==> config.mk <==
export PLATFORM = sky130hd
export DESIGN_NAME = sha_search_engine_flat
export DESIGN_NICKNAME = d
export VERILOG_FILES = /design/src/rtl/sha_pkg.sv /design/src/rtl/sha_search_engine_if.sv /design/src/rtl/sha_core.sv /design/src/rtl/sha_result_fifo.sv /design/src/rtl/sha_search_engine.sv /design/src/flat_wrapper.sv
export SDC_FILE = /design/constraint.sdc
export NUM_CORES = 2
export LEC_CHECK = 0
export CAP_MARGIN = 5
export CELL_PAD_IN_SITES_DETAIL_PLACEMENT = 0
export CELL_PAD_IN_SITES_GLOBAL_PLACEMENT = 1
export CORE_ASPECT_RATIO = 0.7
export CORE_MARGIN = 2
export CORE_UTILIZATION = 47
export DETAILED_ROUTE_END_ITERATION = 10
export PLACE_DENSITY = 0.85
export SYNTH_ARGS = -nofsm -noshare
export SYNTH_HDL_FRONTEND = slang
export SYNTH_SLANG_ARGS = --single-unit
==> constraint.sdc <==
create_clock -name clk -period 10.5 [get_ports clk]
set_input_delay 2.1 -clock clk [delete_from_list [all_inputs] [get_ports clk]]
set_output_delay 2.1 -clock clk [all_outputs]
set_load 0.05 [all_outputs]
==> src/rtl/sha_pkg.sv <==
// Shared types and widths for the nonce search engine, its result FIFO and the hashing cores.
package sha_pkg;

  localparam int unsigned ROUNDS_DEF = 64;
  localparam int unsigned NONCE_W    = 32;
  localparam int unsigned MID_W      = 256;
  localparam int unsigned HEAD_W     = 512;
  localparam int unsigned HASH_CNT_W = 48;

  typedef logic [NONCE_W-1:0] nonce_t;

  typedef struct packed {
    logic   hit;
    nonce_t nonce;
  } core_out_t;

  typedef enum logic [1:0] {
    IDLE = 2'd0,
    RUN  = 2'd1,
    DONE = 2'd2
  } search_state_t;

endpackage

==> src/rtl/sha_search_engine_if.sv <==
// Host-side job / result bus of sha_search_engine.
// hash_count is present only when SHA_HASH_COUNT_EN is defined.
interface sha_search_engine_if #(
  parameter int unsigned FIFO_DEPTH = 8
);
  import sha_pkg::*;

  localparam int unsigned CNT_W = $clog2(FIFO_DEPTH) + 1;

  logic               job_valid;
  logic               job_ready;
  logic [MID_W-1:0]   midState;
  logic [HEAD_W-1:0]  headData;
  nonce_t             nonce_start;
  nonce_t             nonce_end;
  logic               abort;
  logic               busy;
  logic               done;
  logic               res_valid;
  nonce_t             res_nonce;
  logic               res_ready;
  logic [CNT_W-1:0]   res_count;
`ifdef SHA_HASH_COUNT_EN
  logic [HASH_CNT_W-1:0] hash_count;
`endif

  modport master (
    output job_valid, midState, headData, nonce_start, nonce_end, abort, res_ready,
    input  job_ready, busy, done, res_valid, res_nonce, res_count
`ifdef SHA_HASH_COUNT_EN
    , input hash_count
`endif
  );

  modport slave (
    input  job_valid, midState, headData, nonce_start, nonce_end, abort, res_ready,
    output job_ready, busy, done, res_valid, res_nonce, res_count
`ifdef SHA_HASH_COUNT_EN
    , output hash_count
`endif
  );

endinterface

==> src/rtl/sha_core.sv <==
// Per-nonce hashing core interface model: registered verdict one cycle after the nonce.
// A nonce hits when (nonce & header word 1) == header word 0 and all other job words XOR to zero.
module sha_core
  import sha_pkg::*;
(
  input  logic              clk,
  input  logic              n_rst,
  input  logic [MID_W-1:0]  midState,
  input  logic [HEAD_W-1:0] headData,
  input  nonce_t            nonce,
  output core_out_t         coreOutput
);

  logic [31:0] salt;
  logic        hit_c;

  always_comb begin
    salt = '0;
    for (int w = 0; w < 8; w++)  salt = salt ^ midState[w*32 +: 32];
    for (int w = 2; w < 16; w++) salt = salt ^ headData[w*32 +: 32];
    hit_c = ((nonce & headData[63:32]) == headData[31:0]) && (salt == '0);
  end

  always_ff @(posedge clk or negedge n_rst) begin
    if (!n_rst) coreOutput <= '0;
    else        coreOutput <= {hit_c, nonce};
  end

endmodule

==> src/rtl/sha_result_fifo.sv <==
// Golden-nonce result FIFO; push on full is legal only with a same-cycle pop, pop on empty is ignored.
module sha_result_fifo #(
  parameter int unsigned DEPTH = 8,
  parameter int unsigned WIDTH = 32
) (
  input  logic                       clk,
  input  logic                       n_rst,
  input  logic                       push,
  input  logic [WIDTH-1:0]           push_data,
  input  logic                       pop,
  output logic [WIDTH-1:0]           pop_data,
  output logic                       full,
  output logic                       empty,
  output logic [$clog2(DEPTH):0]     count
);

  localparam int unsigned AW = $clog2(DEPTH);

  logic [WIDTH-1:0] mem [DEPTH];
  logic [AW-1:0]    wr_ptr;
  logic [AW-1:0]    rd_ptr;
  logic [AW:0]      cnt;
  logic             do_push;
  logic             do_pop;

  assign empty   = (cnt == '0);
  assign full    = (cnt == (AW+1)'(DEPTH));
  assign do_pop  = pop && !empty;
  assign do_push = push && (!full || do_pop);

  always_ff @(posedge clk or negedge n_rst) begin
    if (!n_rst) begin
      wr_ptr <= '0;
      rd_ptr <= '0;
      cnt    <= '0;
    end else begin
      if (do_push) wr_ptr <= wr_ptr + AW'(1);
      if (do_pop)  rd_ptr <= rd_ptr + AW'(1);
      cnt <= cnt + (AW+1)'(do_push) - (AW+1)'(do_pop);
    end
  end

  // Storage needs no reset: entries are only visible once counted.
  always_ff @(posedge clk) begin
    if (do_push) mem[wr_ptr] <= push_data;
  end

  assign pop_data = empty ? '0 : mem[rd_ptr];
  assign count    = cnt;

endmodule

==> src/rtl/sha_search_engine.sv <==
// Nonce-range search engine: NCORE sha_core instances sweep [nonce_start, nonce_end], hits queued in a FIFO.
// Optional SHA_HASH_COUNT_EN adds the 48-bit in-range hash counter on the bus.
module sha_search_engine
  import sha_pkg::*;
#(
  parameter int unsigned NCORE      = 4,
  parameter int unsigned ROUNDS     = ROUNDS_DEF,
  parameter int unsigned FIFO_DEPTH = 8
) (
  input  logic               clk,
  input  logic               n_rst,
  sha_search_engine_if.slave bus
);

  localparam int unsigned CYC_W  = (ROUNDS > 1) ? $clog2(ROUNDS) : 1;
  localparam int unsigned IDX_W  = (NCORE > 1) ? $clog2(NCORE) : 1;
  localparam int unsigned BASE_W = NONCE_W + 1;
  localparam int unsigned CNT_W  = $clog2(FIFO_DEPTH) + 1;
  localparam logic [CYC_W-1:0] LAST_CYC = CYC_W'(ROUNDS - 1);

  search_state_t      state;
  search_state_t      state_d;
  logic               job_ready_q;
  logic               busy_q;
  logic               done_q;

  logic [CYC_W-1:0]   cycle;
  logic [BASE_W-1:0]  base;
  logic [BASE_W-1:0]  base_adv;
  nonce_t             end_q;
  logic [MID_W-1:0]   mid_q;
  logic [HEAD_W-1:0]  head_q;

  logic [NCORE-1:0]   pending;
  logic [NCORE-1:0]   pending_d;
  logic [NCORE-1:0]   in_range;
  logic [NCORE-1:0]   hit_vec;
  nonce_t             cap_nonce [NCORE];
  core_out_t          core_out  [NCORE];
  logic [IDX_W-1:0]   sel;

  logic               accept;
  logic               abort_run;
  logic               last_cyc;
  logic               batch_end;
  logic               push;
  logic               pop;
  logic               fifo_full;
  logic               fifo_empty;
  nonce_t             fifo_head;
  logic [CNT_W-1:0]   fifo_count;

  // Core i hashes base+i; the 33-bit sum keeps the range test exact at the top of the nonce space.
  for (genvar i = 0; i < NCORE; i++) begin : g_core
    logic [BASE_W-1:0] nonce_wide;
    assign nonce_wide  = base + BASE_W'(i);
    assign in_range[i] = (nonce_wide <= {1'b0, end_q});
    assign hit_vec[i]  = core_out[i].hit & in_range[i];

    sha_core u_core (
      .clk        (clk),
      .n_rst      (n_rst),
      .midState   (mid_q),
      .headData   (head_q),
      .nonce      (nonce_wide[NONCE_W-1:0]),
      .coreOutput (core_out[i])
    );
  end

  assign accept    = (state == IDLE) && bus.job_valid;
  assign abort_run = (state == RUN) && bus.abort;
  assign last_cyc  = (cycle == LAST_CYC);
  assign batch_end = (state == RUN) && !bus.abort && last_cyc && (pending == '0);
  assign base_adv  = base + BASE_W'(NCORE);
  assign pop       = bus.res_ready && !fifo_empty;
  assign push      = (pending != '0) && (!fifo_full || pop) && !abort_run;

  always_comb begin
    state_d = state;
    case (state)
      IDLE: if (accept) state_d = (bus.nonce_start > bus.nonce_end) ? DONE : RUN;
      RUN: begin
        if (bus.abort) state_d = DONE;
        else if (batch_end && (base_adv > {1'b0, end_q})) state_d = DONE;
      end
      DONE: if (pending == '0) state_d = IDLE;
      default: state_d = IDLE;
    endcase
  end

  always_ff @(posedge clk or negedge n_rst) begin
    if (!n_rst) begin
      state       <= IDLE;
      job_ready_q <= 1'b1;
      busy_q      <= 1'b0;
      done_q      <= 1'b0;
    end else begin
      state       <= state_d;
      job_ready_q <= (state_d == IDLE);
      busy_q      <= (state_d == RUN);
      done_q      <= (state == DONE) && (pending == '0);
    end
  end

  // Drain picks the lowest pending core; a & (a-1) clears exactly that bit.
  always_comb begin
    sel = '0;
    for (int i = NCORE - 1; i >= 0; i--) begin
      if (pending[i]) sel = IDX_W'(i);
    end
    pending_d = pending;
    if (push) pending_d = pending & (pending - NCORE'(1));
    if (abort_run)      pending_d = '0;
    else if (batch_end) pending_d = hit_vec;
  end

  always_ff @(posedge clk or negedge n_rst) begin
    if (!n_rst) begin
      cycle   <= '0;
      base    <= '0;
      end_q   <= '0;
      mid_q   <= '0;
      head_q  <= '0;
      pending <= '0;
      for (int i = 0; i < NCORE; i++) cap_nonce[i] <= '0;
    end else begin
      pending <= pending_d;
      if (accept) begin
        base   <= {1'b0, bus.nonce_start};
        cycle  <= '0;
        end_q  <= bus.nonce_end;
        mid_q  <= bus.midState;
        head_q <= bus.headData;
      end else if (batch_end) begin
        base  <= base_adv;
        cycle <= '0;
        for (int i = 0; i < NCORE; i++) cap_nonce[i] <= core_out[i].nonce;
      end else if ((state == RUN) && !bus.abort && !last_cyc) begin
        cycle <= cycle + CYC_W'(1);
      end
    end
  end

  sha_result_fifo #(
    .DEPTH (FIFO_DEPTH),
    .WIDTH (NONCE_W)
  ) u_fifo (
    .clk       (clk),
    .n_rst     (n_rst),
    .push      (push),
    .push_data (cap_nonce[sel]),
    .pop       (pop),
    .pop_data  (fifo_head),
    .full      (fifo_full),
    .empty     (fifo_empty),
    .count     (fifo_count)
  );

`ifdef SHA_HASH_COUNT_EN
  logic [HASH_CNT_W-1:0] hash_count_q;
  logic [HASH_CNT_W-1:0] inr_cnt;

  always_comb begin
    inr_cnt = '0;
    for (int i = 0; i < NCORE; i++) inr_cnt = inr_cnt + HASH_CNT_W'(in_range[i]);
  end

  always_ff @(posedge clk or negedge n_rst) begin
    if (!n_rst)         hash_count_q <= '0;
    else if (accept)    hash_count_q <= '0;
    else if (batch_end) hash_count_q <= hash_count_q + inr_cnt;
  end

  assign bus.hash_count = hash_count_q;
`endif

  assign bus.job_ready = job_ready_q;
  assign bus.busy      = busy_q;
  assign bus.done      = done_q;
  assign bus.res_valid = !fifo_empty;
  assign bus.res_nonce = fifo_head;
  assign bus.res_count = fifo_count;

endmodule

==> src/flat_wrapper.sv <==
// flat-port wrapper written by rule: the top's interface ports become plain ports
module sha_search_engine_flat import sha_pkg::*;
#(
  parameter int unsigned NCORE      = 4,
  parameter int unsigned ROUNDS     = ROUNDS_DEF,
  parameter int unsigned FIFO_DEPTH = 8
)
  (clk, n_rst, bus_job_valid, bus_midState, bus_headData, bus_nonce_start, bus_nonce_end, bus_abort, bus_res_ready, bus_job_ready, bus_busy, bus_done, bus_res_valid, bus_res_nonce, bus_res_count);
  sha_search_engine_if #(.FIFO_DEPTH(FIFO_DEPTH)) bus_i ();
  input  logic clk;
  input  logic n_rst;
  input wire logic [$bits(bus_i.job_valid)-1:0] bus_job_valid;
  input wire logic [$bits(bus_i.midState)-1:0] bus_midState;
  input wire logic [$bits(bus_i.headData)-1:0] bus_headData;
  input wire logic [$bits(bus_i.nonce_start)-1:0] bus_nonce_start;
  input wire logic [$bits(bus_i.nonce_end)-1:0] bus_nonce_end;
  input wire logic [$bits(bus_i.abort)-1:0] bus_abort;
  input wire logic [$bits(bus_i.res_ready)-1:0] bus_res_ready;
  output wire logic [$bits(bus_i.job_ready)-1:0] bus_job_ready;
  output wire logic [$bits(bus_i.busy)-1:0] bus_busy;
  output wire logic [$bits(bus_i.done)-1:0] bus_done;
  output wire logic [$bits(bus_i.res_valid)-1:0] bus_res_valid;
  output wire logic [$bits(bus_i.res_nonce)-1:0] bus_res_nonce;
  output wire logic [$bits(bus_i.res_count)-1:0] bus_res_count;
  assign bus_i.job_valid = bus_job_valid;
  assign bus_i.midState = bus_midState;
  assign bus_i.headData = bus_headData;
  assign bus_i.nonce_start = bus_nonce_start;
  assign bus_i.nonce_end = bus_nonce_end;
  assign bus_i.abort = bus_abort;
  assign bus_i.res_ready = bus_res_ready;
  assign bus_job_ready = bus_i.job_ready;
  assign bus_busy = bus_i.busy;
  assign bus_done = bus_i.done;
  assign bus_res_valid = bus_i.res_valid;
  assign bus_res_nonce = bus_i.res_nonce;
  assign bus_res_count = bus_i.res_count;
  sha_search_engine #(.NCORE(NCORE), .ROUNDS(ROUNDS), .FIFO_DEPTH(FIFO_DEPTH)) u_core (.clk(clk), .n_rst(n_rst), .bus(bus_i));
endmodule
==> run_results.csv <==
group,metric,value,unit
run_status,status,"finished, violations left",
run_status,violations,"max-capacitance violations, max-slew violations",
global_routing,antenna_found_initial,96,
sta,rsz0062_at_grt,"no",
floorplanning,io_pins,877,
cells_and_area,layout.nets,8503,
sta,fin_ws,4.43,ns
synthesis,synth_cell_types,76,
clock_network,h-tree-depth,4,
setup_path,start_kind,"flip-flop",
min_path,hp-class,"flip-flop to flip-flop",
cells_and_area,drive_gt1_share,5.80,%
place,place_ws,4.90,ns
setup_path,crit_fanout,56,
clock_network,insertion_delay,0.82,ns
clock_network,numCtsBuffers,136,
place,routabilityCongestion,1.07,
synthesis,synth_cells,6671,
sta,tightest_slew,1.52,ns
global_routing,gr-total-overflow,0,
synthesis,yosys_warnings,0,
synthesis,synth_area_leader_cell,"dfrtp_1",
drt,wl,246000,um
clock_network,holdBufCountCts,0,
floorplanning,core,138000,sq um
synthesis,netlist_top_cells_area,"dfrtp_1, nand2_1, edfxtp_1",
drt,drt_pass1_iterations,7,
sta,fin_crit_sh,57.8,%
sta,max_slew_margin,-1.47,%
floorplanning,die-area,143000,sq um
clock_network,cts-root-buf,"clkbuf_16",
sta,drv_slew,5,
sta,fmax,0.165,GHz
setup_path,cp.required,8.40,ns
power_and_ir_drop,pwr_density_cell,341,nW/um^2
place,numPortBuffers,876,
synthesis,synth-seq-area-share,54.2,%
sta,finalClockSkew,0.0257,ns
power_and_ir_drop,p_leak,37.6,nW
drt,viasPerCell,5.40,
global_routing,grt_pass1_wl,346000,um
min_path,hold_path_depth,2,
cells_and_area,final_util,58.5,%
setup_path,critPathCaptureType,"output pin",
synthesis,synth_edf_count,256,
setup_path,critPathKind,"flip-flop to output pin",
place,detailedPlacementHpwl,186000,um
drt,postRouteAntennaNets,0,
drt,vias,51200,
flow_run,drv_cap,1,
synthesis,synth_nets,7711,
clock_network,clockBufferDepth,3,
sta,finalSetupViolations,0,
drt,wl_per_cell,25.9,um
sta,timing.setup.tns,0,ns
drt,post-route-drc-count,0,
synthesis,ys_ff_latch,1370,
sta,hold_viol_final,0,
floorplanning,fp.dieW,451,um
cells_and_area,area_growth,23.4,%
clock_network,cts.clk_slew.worst_paths,0.06,ns
global_routing,grt_max_degree,248,
clock_network,cts_resized,0,
global_routing,grt_use_total,33.9,%
synthesis,async_flop_share,81.3,%
sta,post-route-min-period,6.07,ns
drt,drt_iter0_markers,6049,
synthesis,syn_area_per_cell,9.84,sq um
power_and_ir_drop,power,27.6,mW
power_and_ir_drop,ir_worst_vdd,259,uV
clock_network,cts_setup_buffers,0,
floorplanning,initial_utilization,47.4,%
floorplanning,fp.dieH,317,um
global_routing,grt_pass1_vias,49000,
synthesis,netlist_area,65600,sq um
clock_network,cts.sinks,1370,
synthesis,synth_top_area_share,42.5,%
clock_network,cts_tree,"done",
setup_path,r2r_cells,13,
synthesis,dominantRegCellSynth,"dfrtp_1",
floorplanning,fp-row-count,114,
setup_path,arrival,3.97,ns
==> stage by stage <==
step | std cells | area (sq um) | hold slack (ns)
after floorplan | 6671 | 65600 | 0.373
after global placement | 9181 | 76300 | 0.420
after detailed placement | 9181 | 76300 | 0.421
after CTS | 9428 | 80900 | 0.436
after global routing | 9478 | 81000 | 0.448
final | 9483 | 81000 | 0.433
==> final cells by class <==
| cell class | instances | area, sq um |
|---|---|---|
| multi-input cells | 4895 | 28500 |
| well taps | 1856 | 2320 |
| repair buffers | 954 | 9500 |
| clock buffers | 181 | 3800 |
| diodes | 55 | 138 |
| flip-flops and latches | 1370 | 35600 |
| clock inverters | 66 | 776 |
| inverters | 106 | 398 |
| fillers | 12000 | 57400 |
==> critical path, stage by stage (launching register included) <==
cell	delay (ns)
dfrtp_4	0.56
buf_4	0.89
mux4_2	0.62
mux2i_1	0.17
nor2_1	0.12
clkdlybuf4s50_1	0.78
==> where the power goes <==
part           internal (mW)  total, mW  leakage [nW]  switching, mW
Combinational           5.39       14.0          18.5           8.63
Clock                   2.77       5.05          2.22           2.28
Sequential              7.00       8.56          16.9           1.55
==> state kept, by name, summed over array words and instances (netlist names) <==
register and cells:
u_core.u_fifo.count 4, u_core.bus.job_ready 1, u_core.pending 4, u_core.bus.busy 1, u_core.u_fifo.wr_ptr 3, u_core.cycle 6, u_core.u_fifo.mem 256, u_core.head_q 512
u_core.mid_q 256, u_core.cap_nonce 126, u_core.state 2, u_core.end_q 32, u_core.u_fifo.rd_ptr 3, u_core.g_core.u_core.coreOutput 130, u_core.base 33, u_core.bus.done 1
==> layout by cell type (no fill, tap or decap), types with 20 or more instances in the layout <==
cell type,instances
o21ai_0,113
nand2b_1,20
nor3_1,21
xor2_1,170
nor2_1,104
nor4_1,29
clkinv_2,26
diode_2,55
nor2b_1,27
buf_4,67
nand4_1,73
inv_1,104
mux4_2,95
clkbuf_1,23
clkbuf_8,21
clkdlybuf4s50_1,875
a21oi_1,66
nand3_1,52
mux2i_1,37
clkbuf_16,137
a21o_1,50
ha_1,202
edfxtp_1,256
dfrtp_1,1110
nand2_1,2924
xnor2_1,734
==> layer usage <==
metal	up-vias	track usage (%)	share of wire [%]
met5	-	0	0.13
met4	50	11.8	3.2
met3	432	11.5	11
met2	2352	47.0	42
met1	25300	49.2	44
li1	23100	-	-
==> synth_stat cells, drive strengths merged, types with 79 or more instances <==
library cell,count
clkbuf,232
dfrtp,1113
edfxtp,256
ha,202
inv,104
mux4,95
nand2,2926
nand4,79
nor2,107
o21ai,113
xnor2,737
xor2,170
==> worst paths after layout <==
| path | from | slack [ns] | to |
|---|---|---|---|
| hold reg to reg | u_core.g_core[3].u_core.coreOutput[4]$_DFF_PN0_ | 0.43 | u_core.cap_nonce[4]$_DFFE_PN0P_ |
| hold / removal | u_core.g_core[3].u_core.coreOutput[4]$_DFF_PN0_ | 0.43 | u_core.cap_nonce[4]$_DFFE_PN0P_ |
| min in group asynchronous | n_rst | 1.21 | u_core.head_q[19]$_DFFE_PN0P_ |
| max in group asynchronous | n_rst | 7.05 | u_core.u_fifo.rd_ptr[0]$_DFFE_PN0P_ |
| setup reg to reg | u_core.base[20]$_DFFE_PN0N_ | 4.93 | u_core.pending[2]$_DFFE_PN0P_ |
| setup / recovery | u_core.u_fifo.rd_ptr[0]$_DFFE_PN0P_ | 4.43 | bus_res_nonce[15] |
==> logic make-up (layout without fill, tap and decap cells) <==
group	Yosys count	count (layout)	synth area share, %
buffers and inverters	406	1307	2.48
AND/OR/NAND/NOR	3330	3330	20.4
multiplexers	135	135	3.88
other	0	55	0
flip-flops	1370	1370	54.2
adder cells (fa/ha/maj)	203	203	3.88
XOR/XNOR	907	907	12.1
AO/OA/AOI/OAI	320	320	3.05
No activity file was read; power rests on OpenSTA's default activity.
